## src/rtl/cache_pkg.sv

```systemverilog
// ============================================================================
// Module      : cache_pkg
// Description : Shared types, address-split helpers and byte merge for the
//               set-associative data cache.
// Revision    : 1.0 - initial release
// ============================================================================
`default_nettype none

package cache_pkg;

  typedef enum logic [1:0] {
    IDLE    = 2'd0,
    RD_MISS = 2'd1,
    WR_THRU = 2'd2
  } state_t;

  // Widest word the merge helper handles; callers cast in and out of it.
  localparam int c_max_data_w = 512;
  localparam int c_max_be_w   = c_max_data_w / 8;

  function automatic int offset_w(input int data_w);
    return $clog2(data_w / 8);
  endfunction

  function automatic int index_w(input int sets);
    return $clog2(sets);
  endfunction

  function automatic int tag_w(input int addr_w, input int data_w, input int sets);
    return addr_w - offset_w(data_w) - index_w(sets);
  endfunction

  function automatic logic [c_max_data_w-1:0] byte_merge(
    input logic [c_max_data_w-1:0] old_word,
    input logic [c_max_data_w-1:0] new_word,
    input logic [c_max_be_w-1:0]   be
  );
    logic [c_max_data_w-1:0] merged;
    merged = old_word;
    for (int b = 0; b < c_max_be_w; b++) begin
      if (be[b]) merged[b*8 +: 8] = new_word[b*8 +: 8];
    end
    return merged;
  endfunction

endpackage

`default_nettype wire

```

## src/rtl/cache_lru.sv

```systemverilog
// ============================================================================
// Module      : cache_lru
// Description : Per-set true-LRU age tracker and victim selector.
// Revision    : 1.0 - initial release
// ============================================================================
`default_nettype none

module cache_lru #(
  parameter int WAYS = 4
) (
  input  logic                     clk_i,
  input  logic                     rst_i,
  input  logic                     access_i,
  input  logic [$clog2(WAYS)-1:0]  way_i,
  input  logic [WAYS-1:0]          valid_i,
  output logic [$clog2(WAYS)-1:0]  victim_o
);

  localparam int c_way_w = $clog2(WAYS);

  logic [c_way_w-1:0] r_age [WAYS];
  logic               w_found;

  // Age WAYS-1 is most recent, 0 is least; ages stay a permutation.
  always_ff @(posedge clk_i) begin
    if (rst_i) begin
      for (int w = 0; w < WAYS; w++) r_age[w] <= c_way_w'(w);
    end else if (access_i) begin
      for (int w = 0; w < WAYS; w++) begin
        if (c_way_w'(w) == way_i)        r_age[w] <= c_way_w'(WAYS - 1);
        else if (r_age[w] > r_age[way_i]) r_age[w] <= r_age[w] - 1'b1;
      end
    end
  end

  always_comb begin
    victim_o = '0;
    w_found  = 1'b0;
    for (int w = 0; w < WAYS; w++) begin
      if (!w_found && !valid_i[w]) begin
        victim_o = c_way_w'(w);
        w_found  = 1'b1;
      end
    end
    if (!w_found) begin
      for (int w = 0; w < WAYS; w++) begin
        if (r_age[w] == '0) victim_o = c_way_w'(w);
      end
    end
  end

endmodule

`default_nettype wire

```

## src/rtl/set_assoc_cache.sv

```systemverilog
// ============================================================================
// Module      : set_assoc_cache
// Description : N-way set-associative write-through word cache with LRU.
//               Define CACHE_STATS_EN to add saturating hit/miss counters.
// Revision    : 1.0 - initial release
// ============================================================================
`default_nettype none

module set_assoc_cache
  import cache_pkg::*;
#(
  parameter int ADDR_W = 32,
  parameter int DATA_W = 32,
  parameter int WAYS   = 4,
  parameter int SETS   = 4
) (
  input  logic                clk_i,
  input  logic                rst_i,
  input  logic                cpu_req_i,
  input  logic                cpu_we_i,
  input  logic [ADDR_W-1:0]   cpu_addr_i,
  input  logic [DATA_W-1:0]   cpu_wdata_i,
  input  logic [DATA_W/8-1:0] cpu_be_i,
  input  logic                flush_i,
  output logic                ready_o,
  output logic                hit_o,
  output logic [DATA_W-1:0]   rdata_o,
  output logic                mem_req_o,
  output logic                mem_we_o,
  output logic [ADDR_W-1:0]   mem_addr_o,
  output logic [DATA_W-1:0]   mem_wdata_o,
  output logic [DATA_W/8-1:0] mem_be_o,
  input  logic                mem_ack_i,
`ifdef CACHE_STATS_EN
  output logic [31:0]         stat_hits_o,
  output logic [31:0]         stat_misses_o,
`endif
  input  logic [DATA_W-1:0]   mem_rdata_i
);

  localparam int c_offset_w = offset_w(DATA_W);
  localparam int c_index_w  = index_w(SETS);
  localparam int c_idx_w    = (c_index_w > 0) ? c_index_w : 1;
  localparam int c_tag_w    = tag_w(ADDR_W, DATA_W, SETS);
  localparam int c_way_w    = $clog2(WAYS);
  localparam logic [ADDR_W-1:0] c_off_mask =
    ~((ADDR_W'(1) << c_offset_w) - ADDR_W'(1));

  state_t r_state, w_state_nxt;

  logic [WAYS-1:0]    r_valid [SETS];
  logic [c_tag_w-1:0] r_tag   [SETS][WAYS];
  logic [DATA_W-1:0]  r_data  [SETS][WAYS];
  logic               r_wr_hit;

  logic [c_idx_w-1:0] w_acc_idx;
  logic [c_tag_w-1:0] w_acc_tag;
  logic               w_hit;
  logic [c_way_w-1:0] w_hit_way;
  logic [c_way_w-1:0] w_victim [SETS];
  logic [c_way_w-1:0] w_victim_sel;
  logic               w_lru_access;
  logic [c_way_w-1:0] w_lru_way;
  logic               w_mem_start;
  logic               w_store_wr;
  logic [c_way_w-1:0] w_store_way;
  logic               w_fill;
  logic [DATA_W-1:0]  w_store_data;

  // Lookup uses the live CPU address in IDLE, the latched one otherwise.
  assign w_acc_tag = (r_state == IDLE) ? cpu_addr_i[ADDR_W-1 -: c_tag_w]
                                       : mem_addr_o[ADDR_W-1 -: c_tag_w];

  generate
    if (SETS > 1) begin : g_index
      assign w_acc_idx = (r_state == IDLE) ? cpu_addr_i[c_offset_w +: c_index_w]
                                           : mem_addr_o[c_offset_w +: c_index_w];
    end else begin : g_no_index
      assign w_acc_idx = '0;
    end
  endgenerate

  always_comb begin
    w_hit     = 1'b0;
    w_hit_way = '0;
    for (int w = WAYS - 1; w >= 0; w--) begin
      if (r_valid[w_acc_idx][w] && (r_tag[w_acc_idx][w] == w_acc_tag)) begin
        w_hit     = 1'b1;
        w_hit_way = c_way_w'(w);
      end
    end
  end

  generate
    for (genvar s = 0; s < SETS; s++) begin : g_set
      cache_lru #(.WAYS(WAYS)) u_lru (
        .clk_i    (clk_i),
        .rst_i    (rst_i),
        .access_i (w_lru_access && (w_acc_idx == c_idx_w'(s))),
        .way_i    (w_lru_way),
        .valid_i  (r_valid[s]),
        .victim_o (w_victim[s])
      );
    end
  endgenerate

  assign w_victim_sel = w_victim[w_acc_idx];
  assign w_store_data = DATA_W'(byte_merge(c_max_data_w'(r_data[w_acc_idx][w_store_way]),
                                           c_max_data_w'(cpu_wdata_i),
                                           c_max_be_w'(cpu_be_i)));

  always_ff @(posedge clk_i) begin
    if (rst_i) r_state <= IDLE;
    else       r_state <= w_state_nxt;
  end

  always_comb begin
    w_state_nxt  = r_state;
    ready_o      = 1'b0;
    hit_o        = 1'b0;
    rdata_o      = '0;
    w_lru_access = 1'b0;
    w_lru_way    = w_hit_way;
    w_mem_start  = 1'b0;
    w_store_wr   = 1'b0;
    w_store_way  = w_hit_way;
    w_fill       = 1'b0;
    case (r_state)
      IDLE: begin
        // Flush wins; a concurrent request simply waits a cycle.
        if (!flush_i && cpu_req_i) begin
          if (!cpu_we_i) begin
            if (w_hit) begin
              ready_o      = 1'b1;
              hit_o        = 1'b1;
              rdata_o      = r_data[w_acc_idx][w_hit_way];
              w_lru_access = 1'b1;
            end else begin
              w_mem_start = 1'b1;
              w_state_nxt = RD_MISS;
            end
          end else begin
            w_mem_start = 1'b1;
            w_state_nxt = WR_THRU;
            if (w_hit) begin
              w_store_wr   = 1'b1;
              w_lru_access = 1'b1;
            end else if (&cpu_be_i) begin
              w_store_wr   = 1'b1;
              w_store_way  = w_victim_sel;
              w_lru_access = 1'b1;
              w_lru_way    = w_victim_sel;
            end
          end
        end
      end
      RD_MISS: begin
        if (mem_ack_i) begin
          ready_o      = 1'b1;
          rdata_o      = mem_rdata_i;
          w_fill       = 1'b1;
          w_lru_access = 1'b1;
          w_lru_way    = w_victim_sel;
          w_state_nxt  = IDLE;
        end
      end
      WR_THRU: begin
        if (mem_ack_i) begin
          ready_o     = 1'b1;
          hit_o       = r_wr_hit;
          w_state_nxt = IDLE;
        end
      end
      default: w_state_nxt = IDLE;
    endcase
  end

  always_ff @(posedge clk_i) begin
    if (rst_i) begin
      for (int s = 0; s < SETS; s++) r_valid[s] <= '0;
    end else if ((r_state == IDLE) && flush_i) begin
      for (int s = 0; s < SETS; s++) r_valid[s] <= '0;
    end else if (w_store_wr) begin
      r_valid[w_acc_idx][w_store_way] <= 1'b1;
      r_tag  [w_acc_idx][w_store_way] <= w_acc_tag;
      r_data [w_acc_idx][w_store_way] <= w_store_data;
    end else if (w_fill) begin
      r_valid[w_acc_idx][w_victim_sel] <= 1'b1;
      r_tag  [w_acc_idx][w_victim_sel] <= w_acc_tag;
      r_data [w_acc_idx][w_victim_sel] <= mem_rdata_i;
    end
  end

  // Memory-side registers double as the latched request copy.
  always_ff @(posedge clk_i) begin
    if (rst_i) begin
      mem_req_o   <= 1'b0;
      mem_we_o    <= 1'b0;
      mem_addr_o  <= '0;
      mem_wdata_o <= '0;
      mem_be_o    <= '0;
      r_wr_hit    <= 1'b0;
    end else if (w_mem_start) begin
      mem_req_o   <= 1'b1;
      mem_we_o    <= cpu_we_i;
      mem_addr_o  <= cpu_addr_i & c_off_mask;
      mem_wdata_o <= cpu_we_i ? cpu_wdata_i : '0;
      mem_be_o    <= cpu_we_i ? cpu_be_i : '1;
      r_wr_hit    <= w_hit;
    end else if ((r_state != IDLE) && mem_ack_i) begin
      mem_req_o <= 1'b0;
      mem_we_o  <= 1'b0;
    end
  end

`ifdef CACHE_STATS_EN
  logic [31:0] r_stat_hits;
  logic [31:0] r_stat_misses;

  always_ff @(posedge clk_i) begin
    if (rst_i) begin
      r_stat_hits   <= '0;
      r_stat_misses <= '0;
    end else if (ready_o) begin
      if (hit_o && !(&r_stat_hits))     r_stat_hits   <= r_stat_hits + 32'd1;
      if (!hit_o && !(&r_stat_misses))  r_stat_misses <= r_stat_misses + 32'd1;
    end
  end

  assign stat_hits_o   = r_stat_hits;
  assign stat_misses_o = r_stat_misses;
`endif

endmodule

`default_nettype wire
```

## config.mk

```make
export PLATFORM = sky130hd
export DESIGN_NAME = set_assoc_cache
export DESIGN_NICKNAME = d
export VERILOG_FILES = /design/src/rtl/cache_pkg.sv /design/src/rtl/cache_lru.sv /design/src/rtl/set_assoc_cache.sv
export SDC_FILE = /design/constraint.sdc
export NUM_CORES = 2
export LEC_CHECK = 0
export BUFFER_PORTS_ARGS = -buffer_cell sky130_fd_sc_hd__clkbuf_2
export CORE_ASPECT_RATIO = 1.4
export CORE_MARGIN = 5
export CORE_UTILIZATION = 48
export DETAILED_ROUTE_END_ITERATION = 7
export PLACE_DENSITY = 0.67
export REMOVE_ABC_BUFFERS = 1
export SYNTH_ARGS = -nofsm -noshare
export SYNTH_HDL_FRONTEND = slang
export SYNTH_SLANG_ARGS = --single-unit
```

## constraint.sdc

```tcl
create_clock -name clk_i -period 16.29 [get_ports clk_i]
set_input_delay 1.629 -clock clk_i [delete_from_list [all_inputs] [get_ports clk_i]]
set_output_delay 1.629 -clock clk_i [all_outputs]
set_load 0.01 [all_outputs]
```

==> results.cfg <==
[yosys]
synth_area_per_cell_um2 = 12.01
ys.flop_type = edfxtp_1
netlist_instances = 4121
synthDominantCellAreaShare = 0.6017
ys_types = 95
synth_edf_count = 992
ys_ff_latch = 1079
syn_area_um2 = 49510
ys_top_cells_by_area = edfxtp_1 (60%), nand2_1 (5.5%), mux2i_1 (4.8%)
synth.largest_area_cell = edfxtp_1
synth-warning-count = 0
ys_seq_area_frac = 0.6369
ys_async_sr_fraction = 0

[detailed_routing]
drc = 0
drtAntennaViolNets = 0
drt_iter0_drc = 3660
drtPass1Iterations = 6
drt-total-wl_um = 144900
routedWlPerCell_um = 25.57
viasPerCell = 6.164
via_count = 34917

[layout]
design_area_um2 = 55350
finalNetCount = 4375
final_cell_count_no_fill = 5665
areaGrowthSynthToFinish_pct = 11.80
drive_gt1_frac = 0.1334

[power]
power.density_nw_per_um2 = 124.7
p_leak_nw = 20.01
max-vdd-ir-drop_v = 0.0001117

[floorplanning]
die_w_um = 281.4
initial_core_util = 0.4833
die-height_um = 390.0
die_area_um2 = 109800
coreArea_um2 = 102400
rows = 139
ios = 210

[clocking]
cts.sinks = 1079
cts_max_path_buffers = 3
htree_levels = 3
cts_setup_buffers = 0
clk_pin_slew_worst_paths_ps = 60
cts-root-buf = clkbuf_16
post_cts_resized = 0
cts_tree = built
ctsHoldBuffers = 0
cts_made_buffers = 104
clk_latency_ps = 740

[worst_setup_path]
crit_fanout = 55
worstRegToRegCells = 18
ff2ff_setup_slack_ps = 6870
r2r_start = r_state[0]$_SDFFE_PP0P_
crit_path_end = rdata_o[30]
worstPathArrival_ps = 8540
crit_required_ps = 14660
regToRegEndpoint = r_data[0][44]$_DFFE_PP_
critical_path_class = flop to primary output
critPathLaunchType = flop
startpoint = r_state[0]$_SDFFE_PP0P_
crit_path_end_kind = primary output

[run]
maxCapViolCount = 0

[place]
dp_hpwl_um = 83990
placed_area_um2 = 51760
place_inst = 5466
numPortBuffers = 205
globalplace.congestion = 0.8933

[global_route]
gr-total-overflow = 0
grt_max_degree = 189
grt_pass1_vias = 33840
antenna_found_initial = 2
grt_first_pass_wirelength_um = 211200
track_usage = 0.2555

[min_path]
min_path_cells = 2
min_path_type = flop to flop

[sta]
hold_viol_final = 0
rsz0062_at_grt = false
post-route-min-period_ps = 10170
fmax_mhz = 98.35
fin_crit_sh = 0.6242
setup_tns_ps = 0
worstMarginPinSlew_ps = 1210
whs_ps = 460.6
clock_skew_ps = 56.13
finalMaxSlewViolations = 0
max_slew_margin = 0.1703
finalSetupViolCount = 0

[status]
status = finished, final reports clean
==> layout by cell type (no fill, tap or decap), types with 46 or more instances in the layout <==
master / count
a21oi_1: 47
nor2_1: 255
o21ai_0: 300
buf_4: 71
and3_1: 133
mux2i_1: 237
nand2_1: 719
clkbuf_16: 105
dfxtp_1: 87
nand4_1: 65
xnor2_1: 114
a31oi_1: 266
edfxtp_1: 992
inv_1: 63
mux2_2: 46
clkbuf_2: 204
==> stage by stage <==
step | worst slack, ps | util | total power [mW]
floorplan | -9325 | - | 4.065
global placement | 6236 | 0.5053 | 4.406
detailed placement | 6126 | 0.5053 | 4.429
CTS | 6042 | 0.5403 | 6.927
global route | 5582 | 0.5403 | 7.136
finish | 6123 | 0.5403 | 6.904
==> flip-flops by register name (all words and copies together) (netlist names) <==
signal             count
mem_req_o              1
mem_addr_o            30
mem_we_o               1
g_set.u_lru.r_age     32
r_state                2
r_data               512
mem_be_o               4
r_wr_hit               1
mem_wdata_o           32
r_tag                448
r_valid               16
==> report_power, final <==
part           internal [mW]  leakage, nW  switching, mW
Sequential              3.13         9.64         0.0114
Combinational          0.399         8.61          0.842
Clock                   1.43         1.76           1.09
==> metal layers <==
metal | global-route usage | wire length [um] | share of wire
met1 | 0.3225 | 54120 | 0.37
met2 | 0.4391 | 71970 | 0.50
met3 | 0.04090 | 12840 | 0.089
met4 | 0.1063 | 5928 | 0.041
met5 | 0 | 13 | 0.000090
==> cell type report <==
type / instances / area [um2]
well taps: 1339 / 1675
diodes: 1 / 2.502
multi-input cells: 2706 / 16730
clock buffers: 122 / 2761
flip-flops and latches: 1079 / 31530
inverters: 66 / 247.7
fillers: 8458 / 47090
repair buffers: 276 / 1574
clock inverters: 76 / 829.5
==> worst max-delay path, cell delays in order, from the launching register on <==
cell and delay, ps:
dfxtp_1 340, inv_1 130, ha_4 140, buf_4 440, mux2i_4 930, buf_4 830
mux2i_1 390, nor2_1 60, a2111oi_0 830, a32oi_1 320, nor3_1 360, a311oi_1 280
o21ai_4 190, buf_4 430, buf_4 730, mux2i_1 180, nand2_1 100, o21ai_0 120
o21ai_0 680, clkbuf_2 260
==> cell usage after synthesis, types with 6 or more instances <==
cell type    n
edfxtp_1   992
nand2_1    722
o21ai_0    301
nor2_1     272
a31oi_1    266
mux2i_1    237
clkbuf_1   176
and3_1     134
xnor2_1    114
dfxtp_1     87
nand4_1     65
inv_1       63
a21oi_1     47
mux2_2      47
a211oi_1    42
buf_2       39
a211o_1     37
ha_1        36
nor2b_1     36
a22oi_1     35
nand3_1     30
nor3_1      21
buf_6       20
buf_1       19
nor4_1      18
o22ai_1     17
buf_4       16
nand2b_1    15
o21ai_1     15
o2111ai_1   13
mux4_2      12
nor3b_1     11
or3_1       11
a21o_1       7
mux2i_2      7
a221oi_1     6
a311oi_1     6
and2_1       6
o221ai_1     6
==> how the worst min path moves through the flow <==
stage	from	end	slack [ps]
3_3_place_gp	mem_req_o$_SDFFE_PP0P_	mem_req_o$_SDFFE_PP0P_	440
2_1_floorplan	r_valid[0][3]$_DFF_P_	r_valid[0][3]$_DFF_P_	450
6_report	mem_req_o$_SDFFE_PP0P_	mem_req_o$_SDFFE_PP0P_	460
5_1_grt	mem_req_o$_SDFFE_PP0P_	mem_req_o$_SDFFE_PP0P_	490
4_1_cts	mem_req_o$_SDFFE_PP0P_	mem_req_o$_SDFFE_PP0P_	460
3_5_place_dp	mem_req_o$_SDFFE_PP0P_	mem_req_o$_SDFFE_PP0P_	450
==> logic make-up after synthesis <==
logic type,Yosys count,synth area share
AND/OR/NAND/NOR,1377,0.1244
flip-flops,1079,0.6369
AO/OA/AOI/OAI,862,0.1092
buffers and inverters,337,0.03081
multiplexers,308,0.06798
XOR/XNOR,119,0.02105
adder cells (fa/ha/maj),38,0.009528
other,1,0.00007575
Note: power is estimated with default switching activity, not from simulation.
